`config.mk`:
```
export PLATFORM = sky130hd
export DESIGN_NAME = uart_tx_cfg
export DESIGN_NICKNAME = d
export VERILOG_FILES = /design/src/rtl/uart_tx_cfg.sv
export SDC_FILE = /design/constraint.sdc
export NUM_CORES = 1
export LEC_CHECK = 0
export CAP_MARGIN = 10
export CORE_ASPECT_RATIO = 0.5
export CORE_UTILIZATION = 45
export CTS_BUF_LIST = sky130_fd_sc_hd__clkbuf_8
export DETAILED_ROUTE_END_ITERATION = 6
export PLACE_DENSITY_LB_ADDON = 0.05
export SYNTH_ARGS = -nofsm -noshare
export SYNTH_HDL_FRONTEND = slang
export SYNTH_SLANG_ARGS = --single-unit
```
`constraint.sdc`:
```
create_clock -name clk -period 1.9 [get_ports clk]
set_input_delay 0.285 -clock clk [delete_from_list [all_inputs] [get_ports clk]]
set_output_delay 0.285 -clock clk [all_outputs]
set_load 0.03 [all_outputs]
```
`src/rtl/uart_tx_cfg.sv`:
```
// UART transmitter with per-frame configuration.
// Frames are START, N data bits (LSB first), optional parity, then STOP. Each bit period is
// OS ticks of the oversampling strobe. The configuration is latched together with the
// payload, so changes during a frame only apply to the next one.
//
// Ports:
//   clk          system clock, rising edge
//   reset        asynchronous, active-high reset
//   s_tick       single-cycle oversampling strobe from the baud generator
//   din          payload, LSB transmitted first
//   din_valid    payload offered
//   din_ready    payload accepted this cycle when din_valid is also high (IDLE only)
//   cfg_nbits    data bits per frame; values outside 5..DBIT select DBIT
//   cfg_parity   00 none, 01 even, 10 odd, 11 none
//   cfg_stop     00 1 bit, 01 1.5 bits, 10 2 bits, 11 1 bit
//   tx           registered serial line, idle high
//   tx_done_tick one-cycle pulse on the final STOP tick
//   busy         high whenever a frame is in progress
module uart_tx_cfg #(
   parameter int unsigned DBIT = 8,
   parameter int unsigned OS   = 16
) (
   input  logic            clk,
   input  logic            reset,
   input  logic            s_tick,
   input  logic [DBIT-1:0] din,
   input  logic            din_valid,
   output logic            din_ready,
   input  logic [3:0]      cfg_nbits,
   input  logic [1:0]      cfg_parity,
   input  logic [1:0]      cfg_stop,
   output logic            tx,
   output logic            tx_done_tick,
   output logic            busy
);

   // Tick counter must reach 2*OS-1 for a two-bit stop.
   localparam int unsigned TW = $clog2(2 * OS);
   localparam int unsigned BW = $clog2(DBIT);

   typedef enum logic [2:0] {
      StIdle   = 3'd0,
      StStart  = 3'd1,
      StData   = 3'd2,
      StParity = 3'd3,
      StStop   = 3'd4
   } state_e;

   state_e          state_q, state_d;
   logic [TW-1:0]   tick_q, tick_d;
   logic [BW-1:0]   bit_q, bit_d;
   logic [BW-1:0]   last_q, last_d;        // index of the final data bit (N-1)
   logic [DBIT-1:0] shift_q, shift_d;
   logic            par_q, par_d;          // parity bit value, already inverted for odd
   logic            par_en_q, par_en_d;
   logic [TW-1:0]   stop_last_q, stop_last_d;
   logic            tx_q, tx_d;

   logic            nb_ok;
   logic [3:0]      n_eff;
   logic [DBIT-1:0] mask;
   logic            bit_end;

   assign din_ready = (state_q == StIdle);
   assign busy      = (state_q != StIdle);
   assign tx        = tx_q;
   assign bit_end   = (tick_q == TW'(OS - 1));

   // Effective bit count and payload mask, used only at acceptance.
   always_comb begin
      nb_ok = (cfg_nbits >= 4'd5) && (32'(cfg_nbits) <= DBIT);
      n_eff = nb_ok ? cfg_nbits : 4'(DBIT);
      mask  = '0;
      for (int i = 0; i < int'(DBIT); i++) begin
         mask[i] = (i < int'(n_eff));
      end
   end

   always_comb begin
      state_d      = state_q;
      tick_d       = tick_q;
      bit_d        = bit_q;
      last_d       = last_q;
      shift_d      = shift_q;
      par_d        = par_q;
      par_en_d     = par_en_q;
      stop_last_d  = stop_last_q;
      tx_d         = tx_q;
      tx_done_tick = 1'b0;

      case (state_q)
         StIdle: begin
            tx_d = 1'b1;
            // s_tick is ignored here, so a tick coincident with acceptance is not counted.
            if (din_valid) begin
               state_d  = StStart;
               tx_d     = 1'b0;
               tick_d   = '0;
               bit_d    = '0;
               last_d   = BW'(n_eff - 4'd1);
               shift_d  = din & mask;
               par_en_d = cfg_parity[0] ^ cfg_parity[1];
               par_d    = (^(din & mask)) ^ cfg_parity[1];
               case (cfg_stop)
                  2'b01:   stop_last_d = TW'((3 * OS) / 2 - 1);
                  2'b10:   stop_last_d = TW'(2 * OS - 1);
                  default: stop_last_d = TW'(OS - 1);
               endcase
            end
         end
         StStart: begin
            if (s_tick) begin
               if (bit_end) begin
                  state_d = StData;
                  tick_d  = '0;
                  tx_d    = shift_q[0];
               end else begin
                  tick_d = tick_q + TW'(1);
               end
            end
         end
         StData: begin
            if (s_tick) begin
               if (bit_end) begin
                  tick_d  = '0;
                  shift_d = shift_q >> 1;
                  if (bit_q == last_q) begin
                     bit_d = '0;
                     if (par_en_q) begin
                        state_d = StParity;
                        tx_d    = par_q;
                     end else begin
                        state_d = StStop;
                        tx_d    = 1'b1;
                     end
                  end else begin
                     bit_d = bit_q + BW'(1);
                     tx_d  = shift_q[1];
                  end
               end else begin
                  tick_d = tick_q + TW'(1);
               end
            end
         end
         StParity: begin
            if (s_tick) begin
               if (bit_end) begin
                  state_d = StStop;
                  tick_d  = '0;
                  tx_d    = 1'b1;
               end else begin
                  tick_d = tick_q + TW'(1);
               end
            end
         end
         StStop: begin
            if (s_tick) begin
               if (tick_q == stop_last_q) begin
                  state_d      = StIdle;
                  tick_d       = '0;
                  tx_done_tick = 1'b1;
               end else begin
                  tick_d = tick_q + TW'(1);
               end
            end
         end
         default: begin
            state_d = StIdle;
            tick_d  = '0;
            bit_d   = '0;
            tx_d    = 1'b1;
         end
      endcase
   end

   always_ff @(posedge clk or posedge reset) begin
      if (reset) begin
         state_q     <= StIdle;
         tick_q      <= '0;
         bit_q       <= '0;
         last_q      <= '0;
         shift_q     <= '0;
         par_q       <= 1'b0;
         par_en_q    <= 1'b0;
         stop_last_q <= '0;
         tx_q        <= 1'b1;
      end else begin
         state_q     <= state_d;
         tick_q      <= tick_d;
         bit_q       <= bit_d;
         last_q      <= last_d;
         shift_q     <= shift_d;
         par_q       <= par_d;
         par_en_q    <= par_en_d;
         stop_last_q <= stop_last_d;
         tx_q        <= tx_d;
      end
   end

endmodule
```
; ---- Word-level counts from Yosys, hierarchy flattened
; Cells that the tools add are included.
[totals]
reg_bits = 30
latch_bits = 0
ramBits = 0
mem_bits_ro = 0
in_bits = 20
out_inout_bits = 4
elab_cells = 102
mem_count = 0
[classes]
add_sub_neg = 3
n_mul = 0
div_mod_pow = 0
n_lt_le_gt_ge = 10
n_eq_ne = 20
shifts = 0
n_mux = 42
bitwise = 5
reduce_logical = 13
[ops]
columns = op, n
row1 = two-way mux 3 bit, 15
row2 = two-way mux 5 bit, 5
row3 = two-way mux 8 bit, 3
row4 = "inequality test 2 bit, second input constant", 10
row5 = "< comparator 3 x 4 -> 1 bit, first input constant", 4
row6 = one-hot mux 8 bit (2 select lines), 1
row7 = one-hot mux 3 bit (5 select lines), 1
row8 = one-hot mux 5 bit (3 select lines), 1
row9 = two-way mux 1 bit, 12
row10 = one-hot mux 5 bit (2 select lines), 1
row11 = AND reduction 10 bit, 1
row12 = one-hot mux 3 bit (3 select lines), 1
row13 = AND 8 bit, 1
row14 = "< comparator 1 x 4 -> 1 bit, first input constant", 2
row15 = "< comparator 2 x 4 -> 1 bit, first input constant", 2
row16 = AND reduction 4 bit, 2
row17 = parity 8 bit, 1
row18 = AND reduction 7 bit, 1
row19 = "== test 3 x 2 -> 1 bit, second input constant", 2
row20 = OR reduction 3 bit, 2
row21 = "adder 5 x 1 -> 5 bit, second input constant", 1
row22 = "== test 5 x 4 -> 1 bit, second input constant", 1
row23 = == test 5 bit, 1
row24 = one-hot mux 1 bit (5 select lines), 1
row25 = other kinds (19), 21

; ---- Longest topological paths before layout
[logic_depth]
word_depth = 7
mapped_depth = 10
mapped_depth_nobuf = 9

; ---- Worst setup path after synthesis
; OpenSTA, ideal clock, no wires.
[synth_timing]
path_kind = reg2reg
startpoint = reg tick_q[0]
endpoint = reg shift_q[0]
setup_time_ns = 0.136
arrival_ns = 1.844
required_time_ns = 1.764
setup_slack_ns = -0.081
path_stages_with_launch = 10
n_path_buf = 1
period_less_slack_ns = 1.981
path_cell_list = dfrtp_1 > ha_1 > nand3_1 > inv_1 > ha_1 > nand3_1 > a21boi_0 > nand2b_1 > clkbuf_1 > o21ai_0
[synth_via]
elab_chain_len = 3
[synth_rtl]
columns = element, line_no
row1 = from (decl), 50  ; logic [TW-1:0] tick_q, tick_d;
row2 = from (signal assigned), 189  ; tick_q <= tick_d;
row3 = == test 5 x 4 -> 1 bit, 67  ; assign bit_end = (tick_q == TW'(OS - 1));
row4 = inequality test 2 bit (no line), -
row5 = AND reduction 4 bit (no line), -
row6 = to (signal assigned), 192  ; shift_q <= shift_d;
row7 = to (decl), 53  ; logic [DBIT-1:0] shift_q, shift_d;
; No other way between the ends.
; A chain may end at the register's enable or synchronous reset.

; ---- Final worst setup path
[layout_timing]
startpoint = reg tick_q[0]
endpoint = out tx_done_tick
[layout_via]
elab_chain_len = 4
[layout_rtl]
columns = element, line_no
row1 = == test 5 bit, 158  ; if (tick_q == stop_last_q) begin
row2 = two-way mux 1 bit, 158
row3 = two-way mux 1 bit, 157  ; if (s_tick) begin
row4 = two-way mux 1 bit, 91  ; case (state_q)
row5 = to (decl), 33  ; output logic tx_done_tick,
; No other way between the ends.

==> results.json <==
{
  "status": "finished with violations",
  "violations": "setup timing",
  "antenna_found_initial": 0,
  "num_vias": 1531,
  "ctsHoldBuffers": 0,
  "drt-wirelength-per-cell_um": 12.9,
  "grt_pass1_wl_um": 6400,
  "p_leak_nw": 1.22,
  "num_rows": 15,
  "fill_cells": 284,
  "initial_core_util_pct": 48.8,
  "worstSetupPathType": "flop to output port",
  "tns_ns": -1.53,
  "power_density_nw_per_um2": 1020,
  "tightest_slew_ns": 0.545,
  "dp_hpwl_um": 2810,
  "finalSetupViolations": 18,
  "grt_max_degree": 29,
  "switching_share_pct": 37.0,
  "critPathMaxFanout": 3,
  "r2r_start": "tick_q[0]",
  "r2r_slack_ns": -0.17,
  "cp-end-kind": "output port",
  "slew_headroom_pct": 63.3,
  "ir_worst_vdd_mv": 0.496,
  "synth_warnings": 0,
  "placed_cell_area_um2": 2290,
  "power.switching_mw": 0.972,
  "layout-drive-gt1-share_pct": 32.3,
  "ant_nets": 0,
  "syn_avg_cell_area_um2": 9.25,
  "syn_area_um2": 1740,
  "async_flop_share_pct": 100,
  "synth_cells": 188,
  "ys.flop_type": "dfrtp_1",
  "first_iter_violations": 34,
  "htree_levels": 1,
  "clk_latency_ns": 0.28,
  "grt_overflow_total": 0,
  "power_mw": 2.63,
  "synthTopCellsByArea": "dfrtp_1, ha_1, nand2_1, o21ai_0, xor2_1",
  "multiInputGateArea_um2": 1100,
  "clock.fmax_ghz": 0.471,
  "design_area_um2": 2570,
  "yosysMostFrequentCell": "dfrtp_1",
  "whs_ns": 0.363,
  "slowest_delay_ns": 0.54,
  "synth-seq-area-share_pct": 40.4,
  "grt.total_usage_pct": 20.0,
  "dieHeight_um": 46.0,
  "comb_power_share_pct": 50.7,
  "gp_congestion": 0.812,
  "r2r-end": "state_q[2]",
  "fin_ws_ns": -0.224,
  "finClkSkew_ns": 0.00855,
  "crit_path_cell_trace": "or4_4 -> a211oi_4 -> and4_4 -> buf_6",
  "antenna-diode-count": 0,
  "die_x_um": 89.9,
  "regArea_um2": 702,
  "grt_pass1_vias": 1443,
  "internal-power_mw": 1.66,
  "cts_tree": "done",
  "clockPowerShare_pct": 12.5,
  "ys_types": 43,
  "worstHoldPathType": "primary input to async pin",
  "worst-path-buf-inv": 1,
  "startpoint_type": "flop",
  "cts_root_buffer": "clkbuf_8",
  "yosysTopAreaCellShare_pct": 38.8,
  "yosysTopAreaCell": "dfrtp_1",
  "core_um2": 3570,
  "post-route-min-period_ns": 2.12,
  "final_util_pct": 72.1,
  "timing.max_cap.violations": 0,
  "rsz0062_at_grt": "true",
  "syn_nets": 216,
  "crit_path_top_delay_cell": "or4_4",
  "cts_buffers": 3,
  "synth_common_cells": "dfrtp_1, nand2_1, o21ai_0, inv_1, a21oi_1",
  "pin_count": 24,
  "pwr-share-seq_pct": 36.8,
  "cp_top_family": "simple AND/OR/NAND/NOR gates",
  "synth_edf_count": 0,
  "nets": 283,
  "cts_sinks": 28,
  "wl_um": 3930,
  "required_ns": 1.62,
  "drc_errors": 0,
  "routed_via_density": 5.02,
  "worst_r2r_path_depth": 10,
  "drtPass1Iterations": 4,
  "cts.path.max_buffers": 2,
  "clkSlewWorstSetupHoldPaths_ns": 0.10,
  "maxSlewViolCount": 0,
  "finalCritPeriodShare_pct": 112,
  "numPortBuffers": 23,
  "die-area_um2": 4130,
  "syn2layout_area_growth_pct": 47.9,
  "hold_viol": 0,
  "cp.arrival_ns": 1.84,
  "ys_seq_elements": 28
}
-- metal layers --
layer / track usage (%) / wire length [um]
met3: 4.00 / 108
met5: 0 / 0
met1: 25.0 / 1840
met4: 5.48 / 21
met2: 36.9 / 1960
-- how the worst max path moves through the flow --
stage | cells past startpoint | start | slack (ns) | endpoint
final | 4 | tick_q[0] | -0.22 | tx_done_tick
after detailed placement | 10 | cfg_nbits[2] | -0.59 | par_q
after global placement | 10 | cfg_nbits[2] | -0.46 | par_q
after floorplan | 9 | cfg_nbits[2] | 0.01 | par_q
after global routing | 4 | tick_q[0] | -0.26 | tx_done_tick
after CTS | 4 | tick_q[0] | -0.24 | tx_done_tick
-- kinds of logic (layout without fill, tap and decap cells) --
family | Yosys count | count (layout) | synth area share (%)
and+or+nand+nor | 63 | 63 | 18.6
AOI/OAI and AO/OA | 47 | 47 | 17.3
DFF | 28 | 28 | 40.4
buffers and inverters | 21 | 87 | 4.68
xor gates and xnor gates | 14 | 14 | 8.63
adders and majority gates | 8 | 8 | 5.76
muxes | 7 | 7 | 4.68
-- registers in the layout, indices dropped and copies added (netlist names) --
name         count
tick_q           5
shift_q          8
par_q            1
stop_last_q      3
last_q           3
tx               1
par_en_q         1
bit_q            3
state_q          3
-- power by group through the flow --
stage / clock network, mW / logic [mW] / registers, mW
after CTS: 0.336 / 1.17 / 0.965
after global routing: 0.355 / 1.46 / 0.993
after global placement: 0 / 1.07 / 0.964
after detailed placement: 0 / 1.09 / 0.976
after floorplan: 0 / 0.645 / 0.951
final: 0.329 / 1.33 / 0.968
-- cell type report --
class / instances / share of cell area [%]
Clock buffer: 3 / 1.61
Clock inverter: 1 / 0.146
Inverter: 15 / 2.19
Multi-Input combinational cell: 139 / 42.9
Sequential cell: 28 / 27.3
Tap cell: 51 / 2.48
Timing Repair Buffer: 68 / 23.4
-- cell usage in the layout, fill, tap and decap left out, types with 4 or more instances in the layout --
cell,synthesis,layout
inv_1,15,15
o21ai_0,18,13
ha_1,8,6
a21oi_1,10,7
buf_6,0,5
buf_4,0,40
nand2_1,25,24
xor2_1,9,9
dfrtp_1,27,27
nand2b_1,5,4
nor3_1,4,4
clkdlybuf4s50_1,0,17
o21ai_1,4,7
mux2i_1,4,4
nor2_1,9,7
-- tightest hold or removal path: stages --
cell,delay (ns)
clkdlybuf4s50_1,0.39
inv_1,0.05
buf_4,0.33
-- stage by stage --
step | std cells | worst slack, ns
2_1_floorplan | 188 | 0.0109
3_3_place_gp | 292 | -0.457
3_5_place_dp | 292 | -0.586
4_1_cts | 300 | -0.238
5_1_grt | 305 | -0.260
6_report | 305 | -0.224
-- timing repair --
| action | 4_1_cts | 5_1_grt |
|---|---|---|
| resized for setup | 26 | 21 |
| buffers inserted | 4 | 6 |
| pin swaps | 3 | 8 |
| endpoints found under the setup margin | 18 | 20 |
(Power assumes the default switching activity.)
